==> src/rtl/lsu_arbiter_if.sv <==
// Bundle between two LSU requesters, the arbiter and the shared LSU.
// The arbiter uses the slave view; the environment (requesters plus LSU) uses the master view.
interface lsu_arbiter_if;
  logic        m0_req_i;
  logic        m0_we_i;
  logic [3:0]  m0_byte_num_i;
  logic        m0_ld_us_i;
  logic [31:0] m0_addr_i;
  logic [31:0] m0_wdata_i;
  logic        m0_gnt_o;
  logic        m0_rvalid_o;
  logic [31:0] m0_rdata_o;

  logic        m1_req_i;
  logic        m1_we_i;
  logic [3:0]  m1_byte_num_i;
  logic        m1_ld_us_i;
  logic [31:0] m1_addr_i;
  logic [31:0] m1_wdata_i;
  logic        m1_gnt_o;
  logic        m1_rvalid_o;
  logic [31:0] m1_rdata_o;

  logic        lsu_sten_o;
  logic        lsu_ld_us_o;
  logic [3:0]  lsu_byte_num_o;
  logic [31:0] lsu_addr_o;
  logic [31:0] lsu_st_data_o;
  logic [31:0] lsu_ld_data_i;

  modport slave (
    input  m0_req_i, m0_we_i, m0_byte_num_i, m0_ld_us_i, m0_addr_i, m0_wdata_i,
    output m0_gnt_o, m0_rvalid_o, m0_rdata_o,
    input  m1_req_i, m1_we_i, m1_byte_num_i, m1_ld_us_i, m1_addr_i, m1_wdata_i,
    output m1_gnt_o, m1_rvalid_o, m1_rdata_o,
    output lsu_sten_o, lsu_ld_us_o, lsu_byte_num_o, lsu_addr_o, lsu_st_data_o,
    input  lsu_ld_data_i
  );

  modport master (
    output m0_req_i, m0_we_i, m0_byte_num_i, m0_ld_us_i, m0_addr_i, m0_wdata_i,
    input  m0_gnt_o, m0_rvalid_o, m0_rdata_o,
    output m1_req_i, m1_we_i, m1_byte_num_i, m1_ld_us_i, m1_addr_i, m1_wdata_i,
    input  m1_gnt_o, m1_rvalid_o, m1_rdata_o,
    input  lsu_sten_o, lsu_ld_us_o, lsu_byte_num_o, lsu_addr_o, lsu_st_data_o,
    output lsu_ld_data_i
  );
endinterface

==> src/rtl/lsu_arbiter.sv <==
// Two-port arbiter in front of a single combinational LSU: grant, one access cycle, one
// response cycle. Round-robin or fixed priority on contention.
module lsu_arbiter #(
  parameter bit RR_EN = 1'b1
) (
  input logic          clk_i,
  input logic          rst_i,
  lsu_arbiter_if.slave bus
);

  typedef enum logic [1:0] {StIdle, StAccess, StResp} state_e;

  state_e      state_q, state_d;
  logic        cmd_we_q, cmd_we_d;
  logic [3:0]  cmd_bn_q, cmd_bn_d;
  logic        cmd_us_q, cmd_us_d;
  logic [31:0] cmd_addr_q, cmd_addr_d;
  logic [31:0] cmd_wdata_q, cmd_wdata_d;
  logic        cmd_id_q, cmd_id_d;
  logic [31:0] rdata_q, rdata_d;
  logic        last_q, last_d;

  logic        gnt0, gnt1;
  logic        winner;

  always_comb begin
    state_d     = state_q;
    cmd_we_d    = cmd_we_q;
    cmd_bn_d    = cmd_bn_q;
    cmd_us_d    = cmd_us_q;
    cmd_addr_d  = cmd_addr_q;
    cmd_wdata_d = cmd_wdata_q;
    cmd_id_d    = cmd_id_q;
    rdata_d     = rdata_q;
    last_d      = last_q;
    gnt0        = 1'b0;
    gnt1        = 1'b0;
    winner      = 1'b0;

    unique case (state_q)
      StIdle, StResp: begin
        state_d = StIdle;
        if (!rst_i && (bus.m0_req_i || bus.m1_req_i)) begin
          // On a tie the port that did not win last time goes next (last_q resets to 1).
          if (bus.m0_req_i && bus.m1_req_i) winner = RR_EN ? ~last_q : 1'b0;
          else                              winner = bus.m1_req_i;
          gnt0        = ~winner;
          gnt1        = winner;
          cmd_we_d    = winner ? bus.m1_we_i       : bus.m0_we_i;
          cmd_bn_d    = winner ? bus.m1_byte_num_i : bus.m0_byte_num_i;
          cmd_us_d    = winner ? bus.m1_ld_us_i    : bus.m0_ld_us_i;
          cmd_addr_d  = winner ? bus.m1_addr_i     : bus.m0_addr_i;
          cmd_wdata_d = winner ? bus.m1_wdata_i    : bus.m0_wdata_i;
          cmd_id_d    = winner;
          last_d      = winner;
          state_d     = StAccess;
        end
      end
      StAccess: begin
        rdata_d = bus.lsu_ld_data_i;
        state_d = StResp;
      end
      default: state_d = StIdle;
    endcase
  end

  always_ff @(posedge clk_i) begin
    if (rst_i) begin
      state_q     <= StIdle;
      cmd_we_q    <= 1'b0;
      cmd_bn_q    <= 4'h0;
      cmd_us_q    <= 1'b0;
      cmd_addr_q  <= 32'h0;
      cmd_wdata_q <= 32'h0;
      cmd_id_q    <= 1'b0;
      rdata_q     <= 32'h0;
      last_q      <= 1'b1;
    end else begin
      state_q     <= state_d;
      cmd_we_q    <= cmd_we_d;
      cmd_bn_q    <= cmd_bn_d;
      cmd_us_q    <= cmd_us_d;
      cmd_addr_q  <= cmd_addr_d;
      cmd_wdata_q <= cmd_wdata_d;
      cmd_id_q    <= cmd_id_d;
      rdata_q     <= rdata_d;
      last_q      <= last_d;
    end
  end

  // LSU command comes only from registers, so it holds between accesses.
  assign bus.lsu_sten_o     = (state_q == StAccess) && cmd_we_q && !rst_i;
  assign bus.lsu_ld_us_o    = cmd_us_q;
  assign bus.lsu_byte_num_o = cmd_bn_q;
  assign bus.lsu_addr_o     = cmd_addr_q;
  assign bus.lsu_st_data_o  = cmd_wdata_q;

  assign bus.m0_gnt_o    = gnt0;
  assign bus.m1_gnt_o    = gnt1;
  assign bus.m0_rvalid_o = (state_q == StResp) && !cmd_id_q;
  assign bus.m1_rvalid_o = (state_q == StResp) && cmd_id_q;
  assign bus.m0_rdata_o  = rdata_q;
  assign bus.m1_rdata_o  = rdata_q;

endmodule

==> src/flat_wrapper.sv <==
// flat-port wrapper written by rule: the top's interface ports become plain ports
module lsu_arbiter_flat 
#(
  parameter bit RR_EN = 1'b1
)
  (clk_i, rst_i, bus_m0_req_i, bus_m0_we_i, bus_m0_byte_num_i, bus_m0_ld_us_i, bus_m0_addr_i, bus_m0_wdata_i, bus_m0_gnt_o, bus_m0_rvalid_o, bus_m0_rdata_o, bus_m1_req_i, bus_m1_we_i, bus_m1_byte_num_i, bus_m1_ld_us_i, bus_m1_addr_i, bus_m1_wdata_i, bus_m1_gnt_o, bus_m1_rvalid_o, bus_m1_rdata_o, bus_lsu_sten_o, bus_lsu_ld_us_o, bus_lsu_byte_num_o, bus_lsu_addr_o, bus_lsu_st_data_o, bus_lsu_ld_data_i);
  lsu_arbiter_if bus_i ();
  input logic clk_i;
  input logic rst_i;
  input wire logic [$bits(bus_i.m0_req_i)-1:0] bus_m0_req_i;
  input wire logic [$bits(bus_i.m0_we_i)-1:0] bus_m0_we_i;
  input wire logic [$bits(bus_i.m0_byte_num_i)-1:0] bus_m0_byte_num_i;
  input wire logic [$bits(bus_i.m0_ld_us_i)-1:0] bus_m0_ld_us_i;
  input wire logic [$bits(bus_i.m0_addr_i)-1:0] bus_m0_addr_i;
  input wire logic [$bits(bus_i.m0_wdata_i)-1:0] bus_m0_wdata_i;
  output wire logic [$bits(bus_i.m0_gnt_o)-1:0] bus_m0_gnt_o;
  output wire logic [$bits(bus_i.m0_rvalid_o)-1:0] bus_m0_rvalid_o;
  output wire logic [$bits(bus_i.m0_rdata_o)-1:0] bus_m0_rdata_o;
  input wire logic [$bits(bus_i.m1_req_i)-1:0] bus_m1_req_i;
  input wire logic [$bits(bus_i.m1_we_i)-1:0] bus_m1_we_i;
  input wire logic [$bits(bus_i.m1_byte_num_i)-1:0] bus_m1_byte_num_i;
  input wire logic [$bits(bus_i.m1_ld_us_i)-1:0] bus_m1_ld_us_i;
  input wire logic [$bits(bus_i.m1_addr_i)-1:0] bus_m1_addr_i;
  input wire logic [$bits(bus_i.m1_wdata_i)-1:0] bus_m1_wdata_i;
  output wire logic [$bits(bus_i.m1_gnt_o)-1:0] bus_m1_gnt_o;
  output wire logic [$bits(bus_i.m1_rvalid_o)-1:0] bus_m1_rvalid_o;
  output wire logic [$bits(bus_i.m1_rdata_o)-1:0] bus_m1_rdata_o;
  output wire logic [$bits(bus_i.lsu_sten_o)-1:0] bus_lsu_sten_o;
  output wire logic [$bits(bus_i.lsu_ld_us_o)-1:0] bus_lsu_ld_us_o;
  output wire logic [$bits(bus_i.lsu_byte_num_o)-1:0] bus_lsu_byte_num_o;
  output wire logic [$bits(bus_i.lsu_addr_o)-1:0] bus_lsu_addr_o;
  output wire logic [$bits(bus_i.lsu_st_data_o)-1:0] bus_lsu_st_data_o;
  input wire logic [$bits(bus_i.lsu_ld_data_i)-1:0] bus_lsu_ld_data_i;
  assign bus_i.m0_req_i = bus_m0_req_i;
  assign bus_i.m0_we_i = bus_m0_we_i;
  assign bus_i.m0_byte_num_i = bus_m0_byte_num_i;
  assign bus_i.m0_ld_us_i = bus_m0_ld_us_i;
  assign bus_i.m0_addr_i = bus_m0_addr_i;
  assign bus_i.m0_wdata_i = bus_m0_wdata_i;
  assign bus_m0_gnt_o = bus_i.m0_gnt_o;
  assign bus_m0_rvalid_o = bus_i.m0_rvalid_o;
  assign bus_m0_rdata_o = bus_i.m0_rdata_o;
  assign bus_i.m1_req_i = bus_m1_req_i;
  assign bus_i.m1_we_i = bus_m1_we_i;
  assign bus_i.m1_byte_num_i = bus_m1_byte_num_i;
  assign bus_i.m1_ld_us_i = bus_m1_ld_us_i;
  assign bus_i.m1_addr_i = bus_m1_addr_i;
  assign bus_i.m1_wdata_i = bus_m1_wdata_i;
  assign bus_m1_gnt_o = bus_i.m1_gnt_o;
  assign bus_m1_rvalid_o = bus_i.m1_rvalid_o;
  assign bus_m1_rdata_o = bus_i.m1_rdata_o;
  assign bus_lsu_sten_o = bus_i.lsu_sten_o;
  assign bus_lsu_ld_us_o = bus_i.lsu_ld_us_o;
  assign bus_lsu_byte_num_o = bus_i.lsu_byte_num_o;
  assign bus_lsu_addr_o = bus_i.lsu_addr_o;
  assign bus_lsu_st_data_o = bus_i.lsu_st_data_o;
  assign bus_i.lsu_ld_data_i = bus_lsu_ld_data_i;
  lsu_arbiter #(.RR_EN(RR_EN)) u_core (.clk_i(clk_i), .rst_i(rst_i), .bus(bus_i));
endmodule
==> config.mk <==
export PLATFORM = sky130hd
export DESIGN_NAME = lsu_arbiter_flat
export DESIGN_NICKNAME = d
export VERILOG_FILES = /design/src/rtl/lsu_arbiter_if.sv /design/src/rtl/lsu_arbiter.sv /design/src/flat_wrapper.sv
export SDC_FILE = /design/constraint.sdc
export NUM_CORES = 1
export LEC_CHECK = 0
export CAP_MARGIN = 20
export CORE_AREA = 2 2 121 123
export CTS_CLUSTER_SIZE = 14
export DETAILED_ROUTE_END_ITERATION = 7
export DIE_AREA = 0 0 123 125
export DONT_BUFFER_PORTS = 1
export PLACE_DENSITY = 0.46
export SKIP_LAST_GASP = 1
export SYNTH_ARGS = -nofsm -noshare
export SYNTH_HDL_FRONTEND = slang
export SYNTH_SLANG_ARGS = --single-unit
==> constraint.sdc <==
create_clock -name clk_i -period 1.7 [get_ports clk_i]
set_input_delay 0.34 -clock clk_i [delete_from_list [all_inputs] [get_ports clk_i]]
set_output_delay 0.34 -clock clk_i [all_outputs]
set_load 0.02 [all_outputs]
## Word-level counts from Yosys, hierarchy flattened

Index checks and enable logic that the tools add are counted.

- Flip-flop bits (word level): 106
- Bits in writable memories: 0
- Memories kept: 0
- Latch bits: 0
- Input bits: 176
- Memory bits (read-only): 0

- Equality and inequality tests: 2
- Multiplexer cells: 14
- Divide/modulo/power cells: 0
- Reduce and logical (&&, ||, !) cells: 12
- Add/subtract/negate cells: 0
- Magnitude comparators: 0
- Shifts and indexed selects: 0
- Multiply operators: 0
- Bitwise logic cells: 2

Operators with widths:

| operator | number |
|---|---|
| $mux W32 | 2 |
| $mux W1 | 10 |
| $logic_and A1 B1 Y1 | 6 |
| $mux W4 | 1 |
| $pmux W2 S2 | 1 |
| $eq A2 B1 Y1 const B | 1 |
| $eq A2 B2 Y1 const B | 1 |
| $logic_not A1 Y1 | 2 |
| $logic_not A2 Y1 | 1 |
| $not A1 Y1 | 2 |
| $reduce_and A2 Y1 | 1 |
| $reduce_or A2 Y1 | 1 |
| $logic_or A1 B1 Y1 | 1 |

## Logic depth before layout (Yosys ltp)

Gate-level depths: netlist of run 1.

- Depth after elaboration: 7
- Mapped depth: 7

## Worst setup path before layout of run 1

Ideal clock, no wire load.

- Path type: input -> register
- Start point: input port bus_m1_req_i
- End point: register u_core.cmd_wdata_q[10], in the netlist u_core.bus.lsu_st_data_o[10]
- Path slack: 0.155 ns
- Data arrival time: 1.423 ns
- Cell stages on the path: 7
- Setup time: 0.122 ns
- Path through: buf_4 nand2b_1 buf_6 and3_4 buf_6 buf_6 a221o_1

- Longest elaborated chain between the ends: 5

Ends and longest elaborated chain:

| item | RTL line | RTL |
|---|---|---|
| start: declaration | flat_wrapper.sv:19 | `input wire logic [$bits(bus_i.m1_req_i)-1:0] bus_m1_req_i;` |
| $logic_and A1 B1 Y1 | lsu_arbiter.sv:45 | `if (bus.m0_req_i && bus.m1_req_i) winner = RR_EN ? ~last_q : 1'b0;` |
| $mux W1 | lsu_arbiter.sv:45 |  |
| $mux W1 | lsu_arbiter.sv:43 | `if (!rst_i && (bus.m0_req_i \|\| bus.m1_req_i)) begin` |
| $mux W1 | lsu_arbiter.sv:40 | `unique case (state_q)` |
| $mux W32 | lsu_arbiter.sv:53 | `cmd_wdata_d = winner ? bus.m1_wdata_i : bus.m0_wdata_i;` |
| end signal: assignment | lsu_arbiter.sv:84 | `cmd_wdata_q <= cmd_wdata_d;` |
| end: declaration | lsu_arbiter.sv:18 | `logic [31:0] cmd_wdata_q, cmd_wdata_d;` |

Parallel ways exist; a longest one is shown, timed or not. The select of a mux whose other input is x is not followed.
A chain may end at the register's enable or synchronous reset.

## Worst setup path in the final report of run 1

- Start point: register u_core.state_q[0]
- End point: output port bus_m0_gnt_o

- Longest elaborated chain between the ends: 3

Ends and longest elaborated chain:

| item | RTL line | RTL |
|---|---|---|
| start: declaration | lsu_arbiter.sv:13 | `state_e state_q, state_d;` |
| start signal: assignment | lsu_arbiter.sv:69 | `state_q <= StIdle;` |
| start signal: assignment | lsu_arbiter.sv:79 | `state_q <= state_d;` |
| $eq A2 B2 Y1 or $logic_not A2 Y1 (tied branches) | lsu_arbiter.sv:40 |  |
| $reduce_or A2 Y1 (*) | n/a |  |
| $mux W1 (*) | lsu_arbiter.sv:40 |  |
| end: declaration | flat_wrapper.sv:16 | `output wire logic [$bits(bus_i.m0_gnt_o)-1:0] bus_m0_gnt_o;` |

Mark *: on every way between the ends. The rest lies on a longest branch, timed or not.

==> flow_summary.yaml, run 1 <==
outcome:
  run_status: "complete, no violations"
clocking:
  ctsHtreeMaxLevel: 3
  post_cts.repair.setup_buffers: 0
  clockBufferDepth: 2
  clk_root_buffer_cell: "clkbuf_16"
  worstSkewPairLatency_ps: 340
  worst_setup_hold_path_clk_slew_ps: 70
  clock_tree_from_tritoncts: "done"
  numCtsBuffers: 9
  cts.sink_count: 106
logic_synthesis:
  synth-seq-area-share: 0.4672
  synthDistinctLibCells: 29
  synthesis.nets: 693
  synth-seq-cells: 106
  synth.avg_cell_area_um2: 8.785
  proportion_of_register_bits_with_asynchronous_set_or_reset_after_synthesis: 0
  synth_edf_count: 0
  syn_area_um2: 4542
  postSynth.topFlopCell: "dfxtp_1"
  synthCells: 517
  synthesis.yosys.warnings: 0
drt:
  via_count: 3751
  final_antenna_net_count: 0
  first_iter_violations: 215
  final_routed_wirelength_across_all_metal_layers_um: 13670
  route.detailed.wl_per_inst_um: 21.36
  firstDrtPassIters: 5
  drt_drc_violations_left: 0
  post_drt_via_cell_ratio: 5.861
setup_path:
  crit_buf_inv: 1
  worst_path_max_delay_cell: "dfxtp_2"
  worst-endpoint-required_ps: 1360
  end_kind: "output port"
  crit_chain: "nor2_4, and3_4, buf_12"
  criticalPathCategory: "reg -> out"
  reg2reg_slack_ps: 180
  rr_worst_depth: 2
  critical-path-top-delay-family: "flip-flops"
  worstSetupPathDepth: 3
  crit_fanout: 19
  crit_path_start_kind: "flop"
  timing.critical_path.slowest_cell_delay_ps: 380
  cp.arrival_ps: 1270
power_and_ir_drop:
  power_frac_seq: 0.529
  cellPowerDensity_nw_per_um2: 1239
  internal_power_mw: 4.182
  power.share.clock: 0.390
  comb_power_share: 0.081
  irDropWorstVdd_mv: 0.5207
  leakage_nw: 1.705
  sw_power_mw: 1.654
  power.share.switching: 0.2835
global_routing:
  grt_antenna_before_repair: 1
  vias_in_the_first_global_route: 3671
  grt_start_max_net_pins: 74
  grt_pass1_wl_um: 20290
  gr-usage-all-layers: 0.1699
  leftover_overflow_at_the_end_of_global_routing: 0
floorplan:
  design.portCount: 314
  die_height_um: 125
  std_cell_rows: 44
  die_x_um: 123
  floorplan.core_area_um2: 14200
  fp.dieArea_um2: 15380
  floorplan.initialDensity: 0.3198
sta:
  timing.slew.headroom: 0.4414
  finClkSkew_ps: 8.359
  hold_violations: 0
  slew_viol_final: 0
  period_minus_ws_final_ps: 1609
  worst_pin_slew_ps: 837.9
  rsz_0062_raised_after_global_routing: "true"
  period_share: 0.9466
  count_of_final_setup_violators: 0
  maxClockFrequency_ghz: 0.6214
cells_and_area:
  layout.core_utilization: 0.3316
  area_growth_syn_to_layout_pct: 3.692
  finalNetCount: 626
  post_layout_nonfiller_instances: 640
  mostFrequentLayoutCells: "dfxtp_1 (104), nand2_1 (64), and3_1 (36), a221o_1 (36)"
  commonest_non_fill_non_tap_cell_in_the_layout: "dfxtp_1"
  layout-drive-gt1-share: 0.08132
run:
  cap_viol_max_count: 0
place:
  port_buffers: 0
  finalWeightedCongestion: 0.7771
  placed_cells_incl_taps: 622
  detailed_place_hpwl_um: 9069
min_path:
  holdPathStages: 1
  min-delay-path-class: "in -> reg"
[per-layer routing]
| metal | up-vias | wire length (um) | track usage | part of all wire |
|---|---|---|---|---|
| met5 | - | 0 | 0 | 0 |
| met4 | 0 | 295 | 0.08356 | 0.022 |
| met3 | 33 | 1295 | 0.05794 | 0.095 |
| met2 | 211 | 6773 | 0.2779 | 0.50 |
| met1 | 1766 | 5308 | 0.1966 | 0.39 |
| li1 | 1741 | - | - | - |
[stage by stage]
| step | worst slack, ps | hold slack [ps] | instance area, um^2 | TNS, ps | power [mW] |
|---|---|---|---|---|---|
| global route | -10.62 | 32.43 | 4710 | -10.62 | 6.118 |
| finish | 90.83 | 63.04 | 4710 | 0 | 5.836 |
| global placement | 183.9 | 414.0 | 4348 | 0 | 3.600 |
| detailed placement | 119.4 | 415.5 | 4348 | 0 | 3.615 |
| floorplan | 155.3 | 442.8 | 4542 | 0 | 3.594 |
| CTS | 23.97 | 34.67 | 4674 | 0 | 5.921 |
[worst paths after layout]
kind                     startpoint                        end
setup / recovery  u_core.state_q[0]               bus_m0_gnt_o
hold / removal                rst_i  u_core.bus.m0_rdata_o[23]
setup reg to reg  u_core.state_q[0]  u_core.bus.lsu_addr_o[30]
hold reg to reg     u_core.cmd_id_q            u_core.cmd_id_q
[registers in the layout, summed over array words and instances, names as in the netlist]
register                   cells
u_core.cmd_we_q                1
u_core.bus.lsu_addr_o         32
u_core.cmd_id_q                1
u_core.bus.lsu_st_data_o      32
u_core.state_q                 2
u_core.last_q                  1
u_core.bus.lsu_byte_num_o      4
u_core.bus.m0_rdata_o         32
u_core.bus.lsu_ld_us_o         1
[synth_stat cells, types with 5 or more instances]
| library cell | number | area share |
|---|---|---|
| buf_2 | 7 | 0.0077 |
| nand4_1 | 34 | 0.047 |
| a31oi_1 | 34 | 0.047 |
| o21ai_0 | 33 | 0.036 |
| clkbuf_1 | 37 | 0.031 |
| and3_1 | 36 | 0.050 |
| a221o_1 | 36 | 0.079 |
| nand2_1 | 64 | 0.053 |
| buf_4 | 39 | 0.064 |
| a21oi_1 | 32 | 0.035 |
| buf_6 | 5 | 0.012 |
| dfxtp_1 | 106 | 0.47 |
| nand3_1 | 34 | 0.037 |
[layout make-up]
| type | instances | area [um^2] |
|---|---|---|
| fill | 1487 | 9494 |
| sequential | 106 | 2125 |
| multi-input combinational | 322 | 1903 |
| tap | 184 | 230.2 |
| clock buffer | 10 | 229.0 |
| timing repair buffer | 11 | 125.1 |
| clock inverter | 6 | 95.09 |
| antenna | 1 | 2.502 |
[cell families (layout without fill, tap and decap cells)]
kind of cell	count (synthesis)	in the layout	share of synthesized area
AND/OR/NAND/NOR	182	182	0.2085
AO/OA/AOI/OAI	140	140	0.2083
other	0	1	0
flip-flops	106	106	0.4672
buffers and inverters	89	27	0.1160
[timing repair]
| item | CTS | global route |
|---|---|---|
| endpoints found under the setup margin | 3 | 2 |
| resized for setup | 2 | 3 |
| hold buffers | 0 | 0 |
| cloned | 0 | 1 |
[power groups by stage]
stage / logic (mW) / clock network [mW] / registers [mW]
after global routing: 0.536 / 2.47 / 3.11
final: 0.475 / 2.27 / 3.09
after global placement: 0.453 / 0 / 3.15
after floorplan: 0.565 / 0 / 3.03
after CTS: 0.471 / 2.36 / 3.09
after detailed placement: 0.472 / 0 / 3.14
No activity file was read; power rests on OpenSTA's default activity.
==> run 2, diff against run 1 <==
--- a/config.mk
+++ b/config.mk
@@ -6,12 +6,11 @@
 export NUM_CORES = 1
 export LEC_CHECK = 0
 export CAP_MARGIN = 20
-export CORE_AREA = 2 2 121 123
+export CORE_UTILIZATION = 28
 export CTS_CLUSTER_SIZE = 14
 export DETAILED_ROUTE_END_ITERATION = 7
-export DIE_AREA = 0 0 123 125
 export DONT_BUFFER_PORTS = 1
-export PLACE_DENSITY = 0.46
+export PLACE_DENSITY = 0.41
 export SKIP_LAST_GASP = 1
 export SYNTH_ARGS = -nofsm -noshare
 export SYNTH_HDL_FRONTEND = slang
==> run 2 against run 1 <==
Wire length rose by 4.5%. Worst setup slack got worse by 41 ps. Final cell count rose by 4.8%. Final area fell by 1.0%. Critical path depth fell by 1. Sequential power barely moved. Via count rose by 1.0%. Register-to-register slack improved by 30 ps. Power fell by 5.1%. Critical path type unchanged. Critical endpoint unchanged.
==> flow_summary.yaml, run 2 (synthesis results as in run 1) <==
floorplan:
  fp.dieArea_um2: 16730
  design.portCount: 314
  die_x_um: 129.4
  std_cell_rows: 46
  floorplan.core_area_um2: 15890
  die_height_um: 129.4
  floorplan.initialDensity: 0.2859
setup_path:
  crit_fanout: 19
  criticalPathCategory: "reg -> out"
  crit_path_start_kind: "flop"
  worst-endpoint-required_ps: 1360
  rr_worst_depth: 2
  critical_path.startpoint: "u_core.state_q[0]"
  cp.arrival_ps: 1310
  worst_r2r_startpoint: "u_core.state_q[0]"
  end_kind: "output port"
cells_and_area:
  area_growth_syn_to_layout_pct: 2.645
  commonest_non_fill_non_tap_cell_in_the_layout: "dfxtp_1"
  post_layout_nonfiller_instances: 671
  finalNetCount: 625
  layout.core_utilization: 0.2935
  mostFrequentLayoutCells: "dfxtp_1 (105), nand2_1 (64), and3_1 (36), a221o_1 (36)"
  layout-drive-gt1-share: 0.07930
sta:
  hold_violations: 0
  count_of_final_setup_violators: 0
  maxClockFrequency_ghz: 0.6060
  finClkSkew_ps: 6.264
  period_share: 0.9707
  timing.slew.headroom: 0.4348
  period_minus_ws_final_ps: 1650
  rsz_0062_raised_after_global_routing: "true"
  slew_viol_final: 0
  worst_pin_slew_ps: 847.9
drt:
  detail_route.wirelength.met1_um: 5589
  dr_wl_met2_um: 7027
  final_routed_wirelength_across_all_metal_layers_um: 14290
  routed-wl-met3_um: 1405
  final_antenna_net_count: 0
  maxUsedRoutingLayer: "met4"
  route.detailed.wl_per_inst_um: 21.29
  firstDrtPassIters: 4
  drt_drc_violations_left: 0
  post_drt_via_cell_ratio: 5.647
  first_iter_violations: 175
  via_count: 3789
clocking:
  numCtsBuffers: 9
  clockBufferDepth: 2
  ctsHtreeMaxLevel: 3
  clock_tree_from_tritoncts: "done"
  worstSkewPairLatency_ps: 350
  cts.sink_count: 106
  worst_setup_hold_path_clk_slew_ps: 70
  cts-hold-fix-buffers: 0
  clk_root_buffer_cell: "clkbuf_16"
run:
  cap_viol_max_count: 0
global_routing:
  vias_in_the_first_global_route: 3545
  gr-usage-all-layers: 0.1592
  leftover_overflow_at_the_end_of_global_routing: 0
  grt_start_max_net_pins: 74
  grt_pass1_wl_um: 20100
  grt_antenna_before_repair: 1
min_path:
  hold_path.startpoint: "rst_i"
  min-delay-path-class: "in -> reg"
  holdPathStages: 1
place:
  placed_cells_incl_taps: 653
  port_buffers: 0
  finalWeightedCongestion: 0.7292
  detailed_place_hpwl_um: 9132
outcome:
  run_status: "complete, no violations"
power_and_ir_drop:
  leakage_nw: 1.673
  irDropWorstVdd_mv: 0.4141
  cellPowerDensity_nw_per_um2: 1188
==> run 2: worst paths after layout <==
path,end,slack (ps)
hold / removal,u_core.bus.lsu_st_data_o[30],60
setup reg to reg,u_core.bus.lsu_st_data_o[23],210
setup / recovery,bus_m0_gnt_o,50
hold reg to reg,u_core.cmd_id_q,500
==> run 2: layer usage <==
metal  vias to the layer above  GRT usage
met5                         -          0
met2                       223     0.2704
met3                        17    0.05904
li1                       1737          -
met4                         0    0.07405
met1                      1812     0.1767
==> run 2: cell type report <==
cell class	instances	area [um^2]
Multi-Input combinational cell	323	1907
Clock buffer	9	225.2
Antenna cell	1	2.502
Clock inverter	7	53.80
Fill cell	1712	11220
Sequential cell	106	2123
Timing Repair Buffer	9	80.08
Tap cell	216	270.3
==> run 2: metrics by stage <==
| stage | area, um^2 | setup slack [ps] | hold WS, ps | total power [mW] | setup TNS, ps |
|---|---|---|---|---|---|
| floorplan | 4542 | 155.3 | 442.8 | 3.594 | 0 |
| global placement | 4368 | 168.6 | 414.4 | 3.599 | 0 |
| detailed placement | 4368 | 109.7 | 415.5 | 3.612 | 0 |
| CTS | 4648 | -61.70 | 32.26 | 5.649 | -61.70 |
| global route | 4662 | -37.36 | 36.88 | 5.810 | -38.55 |
| finish | 4662 | 49.89 | 58.05 | 5.540 | 0 |
==> run 2: timing repair <==
item,4_1_cts,5_1_grt
hold endpoints to repair,0,0
pin swaps,1,1
resized for setup,1,2
cloned,0,1
setup buffers,0,0
endpoints found under the setup margin,3,3
==> run 2: critical path: stages, from the launching register on <==
cell,delay [ps]
dfxtp_2,370
nor2_2,180
and3_4,410
==> run 2: where the power goes <==
part | switching (mW) | internal, mW
Sequential | 0.419 | 2.67
Clock | 0.978 | 1.01
Combinational | 0.278 | 0.192
Total | 1.67 | 3.87
